<file path="config.mk">
export PLATFORM = sky130hd
export DESIGN_NAME = detect_count_display_flat
export DESIGN_NICKNAME = d
export VERILOG_FILES = /design/src/rtl/seq_disp_pkg.sv /design/src/rtl/detect_count_display_if.sv /design/src/rtl/bcd_to_seg7.sv /design/src/rtl/detect_count_display.sv /design/src/flat_wrapper.sv
export SDC_FILE = /design/constraint.sdc
export NUM_CORES = 1
export LEC_CHECK = 0
export BUFFER_PORTS_ARGS = -buffer_cell sky130_fd_sc_hd__buf_2
export CORE_MARGIN = 2
export CORE_UTILIZATION = 55
export DETAILED_ROUTE_END_ITERATION = 7
export PLACE_DENSITY = 0.75
export SLEW_MARGIN = 25
export SYNTH_ARGS = -nofsm -noshare
export SYNTH_HDL_FRONTEND = slang
export SYNTH_SLANG_ARGS = --single-unit
</file>
<file path="constraint.sdc">
create_clock -name clk -period 2.6 [get_ports clk]
set_clock_uncertainty 0.15 [all_clocks]
set_input_delay 0.26 -clock clk [delete_from_list [all_inputs] [get_ports clk]]
set_output_delay 0.26 -clock clk [all_outputs]
set_load 0.02 [all_outputs]
</file>
<file path="src/rtl/seq_disp_pkg.sv">
// Shared types and active-low glyph constants for the detection counter display.
package seq_disp_pkg;

    typedef logic [3:0] bcd_t;
    typedef logic [6:0] seg7_t;

    // Segment order {g,f,e,d,c,b,a}, 0 = segment lit
    localparam seg7_t SEG_DIGIT [0:9] = '{
        7'b1000000, 7'b1111001, 7'b0100100, 7'b0110000, 7'b0011001,
        7'b0010010, 7'b0000010, 7'b1111000, 7'b0000000, 7'b0011000
    };
    localparam seg7_t SEG_BLANK = 7'b1111111;
    localparam seg7_t SEG_ERR   = 7'b0000111;

    typedef enum logic {
        PH_SHOW  = 1'b0,
        PH_BLANK = 1'b1
    } blink_phase_e;

endpackage

</file>
<file path="src/rtl/detect_count_display_if.sv">
// Control inputs and count/display outputs of detect_count_display.
interface detect_count_display_if;
    import seq_disp_pkg::*;

    logic       ena;
    logic       clr;
    logic       det;
    logic [7:0] count_bcd;
    logic       ovf;
    seg7_t      disp0;
    seg7_t      disp1;

    modport master (output ena, clr, det, input count_bcd, ovf, disp0, disp1);
    modport slave  (input ena, clr, det, output count_bcd, ovf, disp0, disp1);

endinterface

</file>
<file path="src/rtl/bcd_to_seg7.sv">
// Combinational BCD digit to 7-segment glyph decoder with selectable polarity.
module bcd_to_seg7
    import seq_disp_pkg::*;
#(
    parameter bit ACTIVE_LOW_SEG = 1'b1
) (
    input  bcd_t  bcd_i,
    output seg7_t seg_o
);

    seg7_t glyph;

    always_comb begin
        glyph = SEG_ERR;
        for (int unsigned i = 0; i < 10; i++) begin
            if (bcd_i == 4'(i)) begin
                glyph = SEG_DIGIT[i];
            end
        end
        seg_o = ACTIVE_LOW_SEG ? glyph : ~glyph;
    end

endmodule

</file>
<file path="src/rtl/detect_count_display.sv">
// Two-digit BCD counter of detector strobes with sticky overflow and a
// registered 7-segment display that blinks once overflow has occurred.
module detect_count_display
    import seq_disp_pkg::*;
#(
    parameter bit          SATURATE       = 1'b0,
    parameter int unsigned BLINK_DIV      = 25_000_000,
    parameter bit          ACTIVE_LOW_SEG = 1'b1
) (
    input logic                   clk,
    input logic                   rst,
    detect_count_display_if.slave bus
);

    localparam int unsigned   PW          = $clog2(BLINK_DIV);
    localparam logic [PW-1:0] PRESC_LAST  = PW'(BLINK_DIV - 1);
    localparam seg7_t         GLYPH_ZERO  = ACTIVE_LOW_SEG ? SEG_DIGIT[0] : ~SEG_DIGIT[0];
    localparam seg7_t         GLYPH_BLANK = ACTIVE_LOW_SEG ? SEG_BLANK : ~SEG_BLANK;

    bcd_t          ones_q, ones_d;
    bcd_t          tens_q, tens_d;
    logic          ovf_q, ovf_d;
    logic [PW-1:0] presc_q;
    blink_phase_e  phase_q;
    seg7_t         seg_ones, seg_tens;
    seg7_t         disp0_q, disp1_q;

    bcd_to_seg7 #(.ACTIVE_LOW_SEG(ACTIVE_LOW_SEG)) u_dec_ones (.bcd_i(ones_q), .seg_o(seg_ones));
    bcd_to_seg7 #(.ACTIVE_LOW_SEG(ACTIVE_LOW_SEG)) u_dec_tens (.bcd_i(tens_q), .seg_o(seg_tens));

    always_comb begin
        ones_d = ones_q;
        tens_d = tens_q;
        ovf_d  = ovf_q;
        if (bus.clr) begin
            ones_d = '0;
            tens_d = '0;
            ovf_d  = 1'b0;
        end else if (bus.ena && bus.det) begin
            if (ones_q == 4'd9 && tens_q == 4'd9) begin
                ovf_d = 1'b1;
                if (!SATURATE) begin
                    ones_d = '0;
                    tens_d = '0;
                end
            end else if (ones_q == 4'd9) begin
                ones_d = '0;
                tens_d = tens_q + 4'd1;
            end else begin
                ones_d = ones_q + 4'd1;
            end
        end
    end

    always_ff @(posedge clk or negedge rst) begin
        if (!rst) begin
            ones_q  <= '0;
            tens_q  <= '0;
            ovf_q   <= 1'b0;
            presc_q <= '0;
            phase_q <= PH_SHOW;
            disp0_q <= GLYPH_ZERO;
            disp1_q <= GLYPH_ZERO;
        end else begin
            ones_q <= ones_d;
            tens_q <= tens_d;
            ovf_q  <= ovf_d;

            // Prescaler parked at zero until overflow, so the first phase is a full show
            if (bus.clr || !ovf_q) begin
                presc_q <= '0;
                phase_q <= PH_SHOW;
            end else if (presc_q == PRESC_LAST) begin
                presc_q <= '0;
                phase_q <= (phase_q == PH_SHOW) ? PH_BLANK : PH_SHOW;
            end else begin
                presc_q <= presc_q + 1'b1;
            end

            if (phase_q == PH_BLANK) begin
                disp0_q <= GLYPH_BLANK;
                disp1_q <= GLYPH_BLANK;
            end else begin
                disp0_q <= seg_ones;
                disp1_q <= seg_tens;
            end
        end
    end

    assign bus.count_bcd = {tens_q, ones_q};
    assign bus.ovf       = ovf_q;
    assign bus.disp0     = disp0_q;
    assign bus.disp1     = disp1_q;

endmodule

</file>
<file path="src/flat_wrapper.sv">
// flat-port wrapper written by rule: the top's interface ports become plain ports
module detect_count_display_flat import seq_disp_pkg::*;
#(
    parameter bit          SATURATE       = 1'b0,
    parameter int unsigned BLINK_DIV      = 25_000_000,
    parameter bit          ACTIVE_LOW_SEG = 1'b1
)
  (clk, rst, bus_ena, bus_clr, bus_det, bus_count_bcd, bus_ovf, bus_disp0, bus_disp1);
  detect_count_display_if bus_i ();
  input logic clk;
  input logic rst;
  input wire logic [$bits(bus_i.ena)-1:0] bus_ena;
  input wire logic [$bits(bus_i.clr)-1:0] bus_clr;
  input wire logic [$bits(bus_i.det)-1:0] bus_det;
  output wire logic [$bits(bus_i.count_bcd)-1:0] bus_count_bcd;
  output wire logic [$bits(bus_i.ovf)-1:0] bus_ovf;
  output wire logic [$bits(bus_i.disp0)-1:0] bus_disp0;
  output wire logic [$bits(bus_i.disp1)-1:0] bus_disp1;
  assign bus_i.ena = bus_ena;
  assign bus_i.clr = bus_clr;
  assign bus_i.det = bus_det;
  assign bus_count_bcd = bus_i.count_bcd;
  assign bus_ovf = bus_i.ovf;
  assign bus_disp0 = bus_i.disp0;
  assign bus_disp1 = bus_i.disp1;
  detect_count_display #(.SATURATE(SATURATE), .BLINK_DIV(BLINK_DIV), .ACTIVE_LOW_SEG(ACTIVE_LOW_SEG)) u_core (.clk(clk), .rst(rst), .bus(bus_i));
endmodule
</file>
* Word-level counts from Yosys, hierarchy flattened
Cells that the tools add are included.
** Storage, ports and cells
- Register bits :: 49
- Bits in latches :: 0
- Bits in writable memories :: 0
- Memory bits (read-only) :: 0
- Input bits :: 5
- Output and inout port bits :: 23
- Memories kept :: 0
** Cells by class
- Add/sub/neg operators :: 3
- $mul :: 0
- Div/mod/pow operators :: 0
- $lt $le $gt $ge :: 0
- Eq/ne operators :: 19
- Shift operators :: 0
- Multiplexer cells :: 38
- Bitwise gates (word level) :: 0
- Reduce and logical (&&, ||, !) cells :: 12
** Operators with widths (count)
- $mux W7 :: 22
- $mux W25 :: 2
- $eq A4 B3 Y1 const B :: 8
- $mux W4 :: 8
- $add A25 B1 Y25 const B :: 1
- $eq A25 B25 Y1 const B :: 1
- $eq A4 B2 Y1 const B :: 4
- $eq A4 B4 Y1 const B :: 4
- $add A4 B1 Y4 const B :: 2
- $eq A4 B1 Y1 const B :: 2
- $logic_not A4 Y1 :: 2
- $mux W1 :: 6
- $reduce_bool A2 Y1 :: 3
- $reduce_and A2 Y1 :: 2
- $reduce_bool A3 Y1 :: 1
- $logic_and A1 B1 Y1 :: 2
- $logic_not A1 Y1 :: 1
- $logic_or A1 B1 Y1 :: 1

* Longest topological paths before layout
Gate-level depths: netlist of the first run.
- Depth after elaboration :: 12
- Depth in mapped cells :: 7
- Gate-level depth less buffers :: 6

* By module
A second synthesis of the first run with hierarchy kept.
** Unflattened totals
- Cell total of the unflattened synthesis :: 268
- Area, all modules :: 2524.9 um^2
** Modules (own cells, without submodules)
- detect_count_display :: instances 1, cells an instance 228, area an instance 2307.2 um^2, sequential area each 1228.7 um^2
- bcd_to_seg7 :: instances 2, cells an instance 20, area an instance 108.9 um^2, sequential area each 0.0 um^2

* Worst setup path before layout of the first run
No wires, ideal clock.
- Path type :: reg2reg
- Start :: register u_core.presc_q[0]
- End :: register u_core.presc_q[10]
- Setup time :: 0.121 ns
- Data arrival time :: 1.921 ns
- Required time :: 2.329 ns
- Setup slack :: 0.407 ns
- Cell stages (with the launch flop) :: 7
- Path buffers :: 1
- Period minus slack after synthesis :: 2.193 ns
- Cells stage by stage :: dfrtp_1 > ha_1 > nand3_1 > or4_1 > o21bai_1 > buf_2 > nor2_1
** On the way
- Cells in the longest elaborated chain, start to end :: 3
- Elaborated cells on any way between the ends :: 4
- Classes of those cells :: 1 x add/sub; 1 x eq/ne; 2 x mux
** RTL lines
- from (decl) :: line detect_count_display.sv:23 : logic [PW-1:0] presc_q;
- from (signal assigned) :: line detect_count_display.sv:77 : presc_q <= presc_q + 1'b1;
- $add A25 B1 Y25 / $eq A25 B25 Y1 (equally long branches) :: line detect_count_display.sv:77, detect_count_display.sv:73
- $mux W25 (*) :: line detect_count_display.sv:73 : end else if (presc_q == PRESC_LAST) begin
- $mux W25 (*) :: line detect_count_display.sv:70 : if (bus.clr || !ovf_q) begin
Mark *: on every way between the ends. The rest lies on a longest branch, timed or not.
A chain may end at the register's enable or synchronous reset.

* Final worst setup path of the first run
- Start :: register u_core.presc_q[0]
- End :: register u_core.presc_q[4]
The elaborated chain is that of the path after synthesis.

==> impl_results.md, run 1 <==
- Ys flop type: dfrtp_1
- Synth async-reset ratio: 100.0%
- RSZ-0062 raised after global routing: no
- WHS Path Cells: 2
- Die Wd: 72.89 um
- Crit path required time: 2.63 ns
- Synthesis-to-finish area growth: 8.917%
- Synth Area in Adders: 2.397%
- CORE AREA: 4661 um2
- Post-cts gate resize count: 0
- Most frequent cell after synthesis: dfrtp_1
- Root Buffer: clkbuf_8
- Max Slew Vio Count: 0
- Fin crit share: 85.17%
- Power Density: 448.1 nW/um2
- Routability cong.: 0.7994
- WP data arrival: 2.24 ns
- Syn Std Cell Area: 2610 um2
- Sequential cell area fraction in the yosys report: 47.08%
- Setup-failing EPs final: 0
- Max H-tree Level: 2
- Post-Synth XOR/XNOR Area: 5.034%
- Hold crit path type: input pin to register
- Cts bufs inserted: 5
- Largest net degree at the start of global routing: 25
- Layout cells sized above 1: 14.90%
- RR Endpoint: u_core.presc_q[4]$_DFF_PN0_
- # clock sinks: 49
- Initial antenna violation count: 0
- Detailed placement HPWL: 3538 um
- Max-slew headroom: 68.98%
- CP Cell Sequence: ha_1 -> nand3_1 -> or4_1 -> o21bai_1 -> buf_4 -> nor2_1
- Synthesized net count: 291
- CTS clk-pin slew, worst paths: 0.08 ns
- Sw Ratio: 23.17%
- Synth top cells by count: dfrtp_1 (47), nor2_1 (39), a21oi_1 (22)
- Setup tns final: 0 ns
- Layout Utilization: 60.99%
- Mean Syn Cell Area: 9.288 um2
- Leading post-synthesis cells by cell area: dfrtp_1 (45%), nor2_1 (5.6%), a21oi_1 (4.2%)
- Buffers on Ports: 27
- Synth Area in Compound Gates: 14.72%
- CTS tree: built
- Worst-Margin Slew: 0.4653 ns
- Cells after synthesis: 281
- DRT Pass-1 Iters: 4
- Pleak: 1.198 nW
- Largest family of logic cells by synthesized area: simple AND/OR/NAND/NOR gates
- 1st-iter DRT viols: 158
- Vias: 2,101
- Total wire length: 5016 um
- CP delay by family, top: simple AND/OR/NAND/NOR gates
- Clock Latency Late Sink: 0.31 ns
- Non-Filler Instances: 356
- Max FO, Critical Path: 24
- DR vias/cell: 5.902
- Hold endpoint: u_core.ones_q[0]$_DFFE_PN0P_
- Clk network pwr share: 33.9%
- I/O pin cnt: 28
- Antenna-violating nets left: 0
- Vias in the first global route: 1,978
- Worst setup EP type: register
- Synth unique cells: 47
- Setup Fix Bufs, Post-CTS: 0
- Post-synth top area share: 45.06%
- Core Rows: 25
- Power Total: 1.274 mW
- Congestion Overflow GR: 0
- Worst Setup Start Kind: register
- Post-synthesis simple-gate area fraction: 25.17%
- Cell taking the most area after synthesis: dfrtp_1
- Synth Warn #: 0
- DRC viols: 0
- Total track usage: 21.49%
- Max Freq: 0.4516 GHz
- Switching power total: 0.2951 mW
- P_int: 0.9788 mW
- First-pass GRT wire length: 8963 um
- R2r setup slk: 0.39 ns
- Fin crit period: 2.214 ns
- Post-synth EDFFs: 0
- Buffers & Inverters on Critical Path: 1
- Hold wc startpoint: bus_clr
- CTS max path bufs: 2
- Worst Reg-to-Reg Cells: 6
- Reg-to-reg startpoint: u_core.presc_q[0]$_DFF_PN0_
- Routed len/inst: 14.09 um
- Yosys reg bits: 49
- Final Hold Violating Endpoints: 0
- Die area: 5312 um2
- Worst hold slack: 0.09610 ns
- Slowest CP cell: or4_1
- Die extent in y: 72.89 um
- Placed insts: 347
- Post-synthesis mux area share: 1.198%
- Outcome: finished, final reports clean
- Max-Cap Viols: 0
- Comb pwr share: 4.9%
- Flop pwr share: 61.2%
- Fin nets: 311
- Initial Util: 56.00%
- N_diodes: 0
- WS Path Type: register to register
- VDD IR max: 0.2899 mV
- CTS Hold Buffers Added: 1
- Worst path max stage delay: 0.59 ns
[how the worst max path moves through the flow]
stage                           startpoint                           end  cells past startpoint
2_1_floorplan  u_core.presc_q[0]$_DFF_PN0_  u_core.presc_q[10]$_DFF_PN0_                      6
3_3_place_gp   u_core.presc_q[0]$_DFF_PN0_  u_core.presc_q[13]$_DFF_PN0_                      6
3_5_place_dp   u_core.presc_q[0]$_DFF_PN0_   u_core.presc_q[4]$_DFF_PN0_                      6
4_1_cts        u_core.presc_q[0]$_DFF_PN0_   u_core.presc_q[4]$_DFF_PN0_                      6
5_1_grt        u_core.presc_q[0]$_DFF_PN0_   u_core.presc_q[4]$_DFF_PN0_                      6
6_report       u_core.presc_q[0]$_DFF_PN0_   u_core.presc_q[4]$_DFF_PN0_                      6
[logic make-up after synthesis]
family | count (synthesis)
multiplexers | 3
flip-flops | 49
adder cells (fa/ha/maj) | 5
buffers and inverters | 26
XOR/XNOR | 15
AO/OA/AOI/OAI | 62
AND/OR/NAND/NOR | 121
[registers in the layout, indices dropped and copies added, names as in the netlist]
name,cells
u_core.presc_q,25
u_core.bus.disp0,7
u_core.bus.disp1,7
u_core.ones_q,4
u_core.tens_q,4
u_core.bus.ovf,1
u_core.phase_q,1
[power groups by stage]
stage	Combinational [mW]	Clock, mW	Sequential (mW)
finish	0.0626	0.432	0.779
CTS	0.0644	0.440	0.779
floorplan	0.0225	0	0.802
detailed placement	0.0632	0	0.794
global placement	0.0619	0	0.794
global route	0.0711	0.460	0.781
[final cells by class]
type	count	area [um2]
fill	418	1818
multi-input combinational	206	1266
sequential	49	1229
timing repair buffer	31	167.7
clock buffer	6	72.57
tap	54	67.56
inverter	8	30.03
clock inverter	2	10.01
[routing by layer]
layer	global-route usage, %	vias to the layer above	part of all wire (%)
met5	0	-	0
met4	8.025	0	2.3
met3	4.834	11	3.9
met2	34.85	35	47
met1	28.25	1011	46
li1	-	1044	-
[layout by cell type, fill, tap and decap left out, types with 2 or more instances in the layout]
cell type   n
nand2_1    11
nand3_1    11
or4_4       2
nor4_1      7
o21ai_1     2
buf_2      27
nor2_1     39
buf_4       3
mux2i_1     2
dfrtp_1    47
and4_1      2
ha_1        5
xnor2_1    10
nand2b_1    8
a211o_1     2
nor2b_1     2
or3_1       7
nand4_1     9
xor2_1      5
o21bai_1    7
or4_1       4
o22ai_1     3
clkinv_2    2
dfstp_2     2
a21oi_1    22
and3_1      6
a21o_1      2
clkbuf_8    5
o31ai_1     4
o21ai_0    11
nor3_1      7
inv_1       8
[per-stage QoR]
step,cell area [um2],setup WS (ns)
global placement,2750,0.4966
finish,2843,0.3855
floorplan,2610,0.4073
CTS,2843,0.3858
detailed placement,2750,0.4034
global route,2843,0.2255
No activity file was read; power rests on OpenSTA's default activity.
==> run 2: changes to the inputs <==
- CORE_ASPECT_RATIO: default -> 0.6
==> run 2 against run 1 <==
  * Setup slack lost 0.042 ns
  * Core utilization up 1.9 points
  * Fmax down 1.9%
  * Clock-buffer cell count up 1
==> impl_results.md, run 2 (synthesis results as in run 1) <==
- Outcome: finished, final reports clean
- Vias in the first global route: 1,852 (-6.4%)
- Hold endpoint: u_core.tens_q[2]$_DFFE_PN0P_
- DR vias/cell: 5.811 (-1.5%)
- Max Freq: 0.4432 GHz (-1.9%)
- Most frequent cells in the layout: dfrtp_1 (47), nor2_1 (39), buf_2 (27)
- Hold wc startpoint: bus_clr
- WS Path Type: register to register
- Power Total: 1.335 mW (+4.8%)
- DRC viols: 0 (unchanged)
- Die area: 5331 um2 (+0.35%)
- Crit path required time: 2.63 ns (about the same)
- Die Wd: 92.94 um (+28%)
- CTS clk-pin slew, worst paths: 0.09 ns (about the same)
- DRT Pass-1 Iters: 4 (unchanged)
- Routed len/inst: 14.78 um (+4.9%)
- Fin crit period: 2.257 ns (+0.04204 ns)
- Worst Reg-to-Reg Cells: 6 (unchanged)
- CTS tree: built
- Max FFs per register: 25 (unchanged)
- Power Density: 464.8 nW/um2 (+3.7%)
- # clock sinks: 49 (unchanged)
- Initial Util: 57.18% (+1.2 points)
- Clock Latency Late Sink: 0.30 ns (about the same)
- Reg with most FFs: u_core.presc_q
- Setup-failing EPs final: 0 (unchanged)
- Cts bufs inserted: 5 (unchanged)
- First-pass GRT wire length: 9114 um (+1.7%)
- Switching power total: 0.3025 mW (+2.5%)
- Max-Cap Viols: 0 (unchanged)
- Clk network pwr share: 36.9% (+3.0 points)
- N_diodes: 0 (unchanged)
- Core Rows: 19 (-24%)
- Routability cong.: 0.8265 (+3.4%)
- WP data arrival: 2.29 ns (+0.05 ns)
- Worst hold slack: 0.1059 ns (+0.009826 ns)
- VDD IR max: 0.2280 mV (-21%)
- Worst setup EP type: register
- Detailed placement HPWL: 3792 um (+7.2%)
- Worst Setup Start Kind: register
- R2r setup slk: 0.34 ns (-0.04 ns)
- Max Slew Vio Count: 0 (unchanged)
- WHS Path Cells: 2 (unchanged)
- 1st-iter DRT viols: 103 (-35%)
- Root Buffer: clkbuf_8
- Reg-to-reg startpoint: u_core.presc_q[0]$_DFF_PN0_
- Synthesis-to-finish area growth: 10.07%
- Initial antenna violation count: 0 (unchanged)
- Sw Ratio: 22.65% (-0.51 points)
- Comb pwr share: 4.7% (-0.2 points)
- Post-cts gate resize count: 0 (unchanged)
- Vias: 2,121 (+0.95%)
- Final Hold Violating Endpoints: 0 (unchanged)
- CORE AREA: 4564 um2 (-2.1%)
- Flop pwr share: 58.4% (-2.8 points)
- Max H-tree Level: 2 (unchanged)
- Layout cells sized above 1: 15.23% (+0.33 points)
- Total track usage: 21.50% (about the same)
- RSZ-0062 raised after global routing: no
- Antenna-violating nets left: 0 (unchanged)
- Total wire length: 5395 um (+7.6%)
- P_int: 1.033 mW (+5.5%)
- Congestion Overflow GR: 0 (unchanged)
- Max FO, Critical Path: 24 (unchanged)
- Die extent in y: 57.36 um (-21%)
- RR Endpoint: u_core.presc_q[4]$_DFF_PN0_
- Max-slew headroom: 67.53% (-1.5 points)
- Fin crit share: 86.79% (+1.6 points)
- Pleak: 1.207 nW (+0.78%)
- Fin nets: 311 (unchanged)
- Worst-Margin Slew: 0.4870 ns (+0.02180 ns)
- Buffers on Ports: 27 (unchanged)
- I/O pin cnt: 28 (unchanged)
- Largest net degree at the start of global routing: 25 (unchanged)
- CTS max path bufs: 2 (unchanged)
- Commonest non-fill, non-tap cell in the layout: dfrtp_1
- Setup tns final: 0 ns (unchanged)
- Hold crit path type: input pin to register
## run 2: timing repair
action                                 in CTS  in global routing
endpoints found under the hold margin      47                  0
buffers inserted                            0                  0
hold buffers                                1                  0
## run 2: through the flow
stage	worst slack, ns	instance area (um2)	util, %	instances
2_1_floorplan	0.4073	2610	-	281
3_3_place_gp	0.4733	2761	60.50	356
3_5_place_dp	0.3705	2761	60.50	356
4_1_cts	0.3552	2873	62.94	365
5_1_grt	0.2430	2873	62.94	365
6_report	0.3435	2873	62.94	365
## run 2: power by group through the flow
| stage | registers (mW) | clock network [mW] | logic, mW |
|---|---|---|---|
| CTS | 0.780 | 0.503 | 0.0647 |
| finish | 0.780 | 0.493 | 0.0627 |
| global placement | 0.795 | 0 | 0.0628 |
| floorplan | 0.802 | 0 | 0.0225 |
| detailed placement | 0.795 | 0 | 0.0636 |
| global route | 0.782 | 0.525 | 0.0714 |
## run 2: how the worst max path moves through the flow
stage / start / endpoint / cells after the start
5_1_grt: u_core.presc_q[0]$_DFF_PN0_ / u_core.presc_q[4]$_DFF_PN0_ / 6
4_1_cts: u_core.presc_q[0]$_DFF_PN0_ / u_core.presc_q[4]$_DFF_PN0_ / 6
2_1_floorplan: u_core.presc_q[0]$_DFF_PN0_ / u_core.presc_q[10]$_DFF_PN0_ / 6
3_3_place_gp: u_core.presc_q[0]$_DFF_PN0_ / u_core.presc_q[12]$_DFF_PN0_ / 6
3_5_place_dp: u_core.presc_q[0]$_DFF_PN0_ / u_core.presc_q[4]$_DFF_PN0_ / 6
6_report: u_core.presc_q[0]$_DFF_PN0_ / u_core.presc_q[4]$_DFF_PN0_ / 6
## run 2: layout make-up
cell class | instances | area [um2]
clock buffer | 7 | 96.34
fill | 421 | 1692
timing repair buffer | 31 | 167.7
tap | 63 | 78.83
inverter | 8 | 30.03
clock inverter | 1 | 5.005
sequential | 49 | 1229
multi-input combinational | 206 | 1266
## run 2: routing by layer
layer | track usage, % | share of wire (%) | vias to the layer above
li1 | - | - | 1047
met2 | 28.78 | 40 | 53
met3 | 4.888 | 5.3 | 2
met5 | 0 | 0 | -
met4 | 3.782 | 0.28 | 0
met1 | 35.54 | 54 | 1019
## run 2: critical path: stages, from the launching register on
cell      delay [ns]
dfrtp_1         0.40
ha_1            0.27
nand3_1         0.17
or4_1           0.59
o21bai_1        0.16
buf_4           0.29
nor2_1          0.10
==> run 3: changes to the inputs <==
- REMOVE_ABC_BUFFERS: default -> 1
- SLEW_MARGIN: 25 -> default
- clock period: 2.6 -> 2.64 ns (I/O delays scaled with it)
==> run 3 against run 2 <==
  * Via count up 1.0%
  * Routed wire length shrank 0.13%
  * Critical path type unchanged
  * Critical endpoint unchanged
  * Clock power up 12%
==> impl_results.md, run 3 (synthesis results as in run 1) <==
- N_diodes: 0 (unchanged)
- Max-slew headroom: 67.66% (+0.13 points)
- Largest net degree at the start of global routing: 50 (+100%)
- Setup tns final: 0 ns (unchanged)
- Worst Reg-to-Reg Cells: 6 (unchanged)
- Initial Util: 57.18% (unchanged)
- CORE AREA: 4564 um2 (unchanged)
- Worst hold slack: 0.1024 ns (-0.003488 ns)
- Top routing layer in use: met4
- Max FFs per register: 25 (unchanged)
- Filler instances: 421 (unchanged)
- WP data arrival: 2.29 ns (about the same)
- Post-cts gate resize count: 0 (unchanged)
- Most frequent cells in the layout: dfrtp_1 (47), nor2_1 (39), buf_2 (27)
- Initial antenna violation count: 0 (unchanged)
- Multi-input logic area: 1266 um2 (unchanged)
- Final Hold Violating Endpoints: 0 (unchanged)
- Core Rows: 19 (unchanged)
- Max H-tree Level: 2 (unchanged)
- Antenna-violating nets left: 0 (unchanged)
- Worst Setup Start Kind: register
- # clock sinks: 49 (unchanged)
- Buffers on Ports: 27 (unchanged)
- DRC viols: 0 (unchanged)
- Worst-Margin Slew: 0.4851 ns (-0.001976 ns)
- WS Path Type: register to register
- Congestion Overflow GR: 0 (unchanged)
- Routed met1 length: 2773 um (-4.8%)
- Power Total: 1.385 mW (+3.7%)
- Worst setup EP type: register
- Fin nets: 310 (-0.32%)
- Crit path required time: 2.67 ns (+0.04 ns)
- Power Density: 478.9 nW/um2 (+3.0%)
- Layout cells sized above 1: 14.62% (-0.61 points)
- Die area: 5331 um2 (unchanged)
- CTS tree: built
- Die extent in y: 57.36 um (unchanged)
- Total wire length: 5388 um (-0.13%)
- Fin crit share: 85.54% (-1.3 points)
- Vias: 2,143 (+1.0%)
- Commonest non-fill, non-tap cell in the layout: dfrtp_1
- 1st-iter DRT viols: 180 (+75%)
- Synthesis-to-finish area growth: 10.83%
- Register area: 1229 um2 (unchanged)
- WHS Path Cells: 2 (unchanged)
- Reg-to-reg startpoint: u_core.presc_q[0]$_DFF_PN0_
- Cts bufs inserted: 5 (unchanged)
- Pleak: 1.211 nW (+0.33%)
- Met3 WL post-DR: 297 um (+3.8%)
- Reg with most FFs: u_core.presc_q
- Total track usage: 21.66% (+0.16 points)
- Detailed placement HPWL: 3714 um (-2.0%)
- VDD IR max: 0.2615 mV (+15%)
- CTS Hold Buffers Added: 1 (unchanged)
- Routed len/inst: 14.80 um (+0.14%)
- Max Slew Vio Count: 0 (unchanged)
- Clock Latency Late Sink: 0.29 ns (about the same)
- Max FO, Critical Path: 24 (unchanged)
- Design Area, Final: 2893 um2 (+0.70%)
- Fin crit period: 2.258 ns (+0.001615 ns)
- Critical Path Start: u_core.presc_q[0]$_DFF_PN0_
- I/O pin cnt: 28 (unchanged)
- Hold crit path type: input pin to register
- Setup-failing EPs final: 0 (unchanged)
- Root Buffer: clkbuf_8
- DRT Pass-1 Iters: 4 (unchanged)
- RSZ-0062 raised after global routing: no
- Routability cong.: 0.8299 (+0.41%)
- Vias in the first global route: 1,844 (-0.43%)
- Outcome: finished, final reports clean
- CTS clk-pin slew, worst paths: 0.09 ns (about the same)
- Hold wc startpoint: bus_clr
- Max-Cap Viols: 0 (unchanged)
- Setup Fix Bufs, Post-CTS: 0 (unchanged)
- DR vias/cell: 5.887 (+1.3%)
- First-pass GRT wire length: 8997 um (-1.3%)
- Area after DPL: 2766 um2 (+0.18%)
- Die Wd: 92.94 um (unchanged)
- CTS max path bufs: 2 (unchanged)
- Met2 routed wirelength: 2297 um (+5.4%)
- Max Freq: 0.4428 GHz (about the same)
==> run 3: cell types whose count changed in the layout (fill, tap and decap cells not counted), sizes merged <==
| cell | before | now |
|---|---|---|
| bufinv | 0 | 1 |
| clkinv | 1 | 0 |
| buf | 30 | 29 |
==> run 3: through the flow <==
step | setup slack, ns | std cells | util (%)
5_1_grt | 0.2802 | 364 | 63.38
2_1_floorplan | 0.006683 | 263 | -
3_3_place_gp | 0.5156 | 355 | 60.61
3_5_place_dp | 0.4275 | 355 | 60.61
4_1_cts | 0.3918 | 364 | 63.38
6_report | 0.3819 | 364 | 63.38
==> run 3: final timing paths <==
check | to | slack [ns]
setup / recovery | u_core.presc_q[4]$_DFF_PN0_ | 0.38
hold / removal | u_core.ones_q[0]$_DFFE_PN0P_ | 0.10
setup reg to reg | u_core.presc_q[4]$_DFF_PN0_ | 0.38
hold reg to reg | u_core.presc_q[0]$_DFF_PN0_ | 0.33
max in group asynchronous | u_core.bus.disp0[6]$_DFF_PN1_ | 1.73
min in group asynchronous | u_core.bus.disp1[5]$_DFF_PN0_ | 0.32
==> run 3: cell type report <==
| class | instances | share of cell area [%] |
|---|---|---|
| Timing Repair Buffer | 30 | 5.969 |
| Clock inverter | 1 | 1.038 |
| Clock buffer | 7 | 2.984 |
| Multi-Input combinational cell | 206 | 43.77 |
| Sequential cell | 49 | 42.47 |
| Inverter | 8 | 1.038 |
| Tap cell | 63 | 2.725 |
==> run 3: critical path, cell delays in order (launching register included) <==
cell and delay, ns:
dfrtp_1 0.39, ha_1 0.28, nand3_1 0.16, or4_1 0.59, o21bai_1 0.17, buf_4 0.30, nor2_1 0.10
==> run 3: where the power goes <==
group          leakage [nW]  internal [mW]  switching, mW  total [mW]
clock                0.0585          0.309          0.244       0.554
combinational         0.479         0.0219         0.0416      0.0635
sequential            0.674          0.759        0.00904       0.768
total                  1.21           1.09          0.295        1.39
==> run 3: routing by layer <==
metal	global-route usage [%]	up-vias
met5	0	-
met2	30.33	62
li1	-	1049
met4	3.361	0
met3	5.945	2
met1	34.22	1030
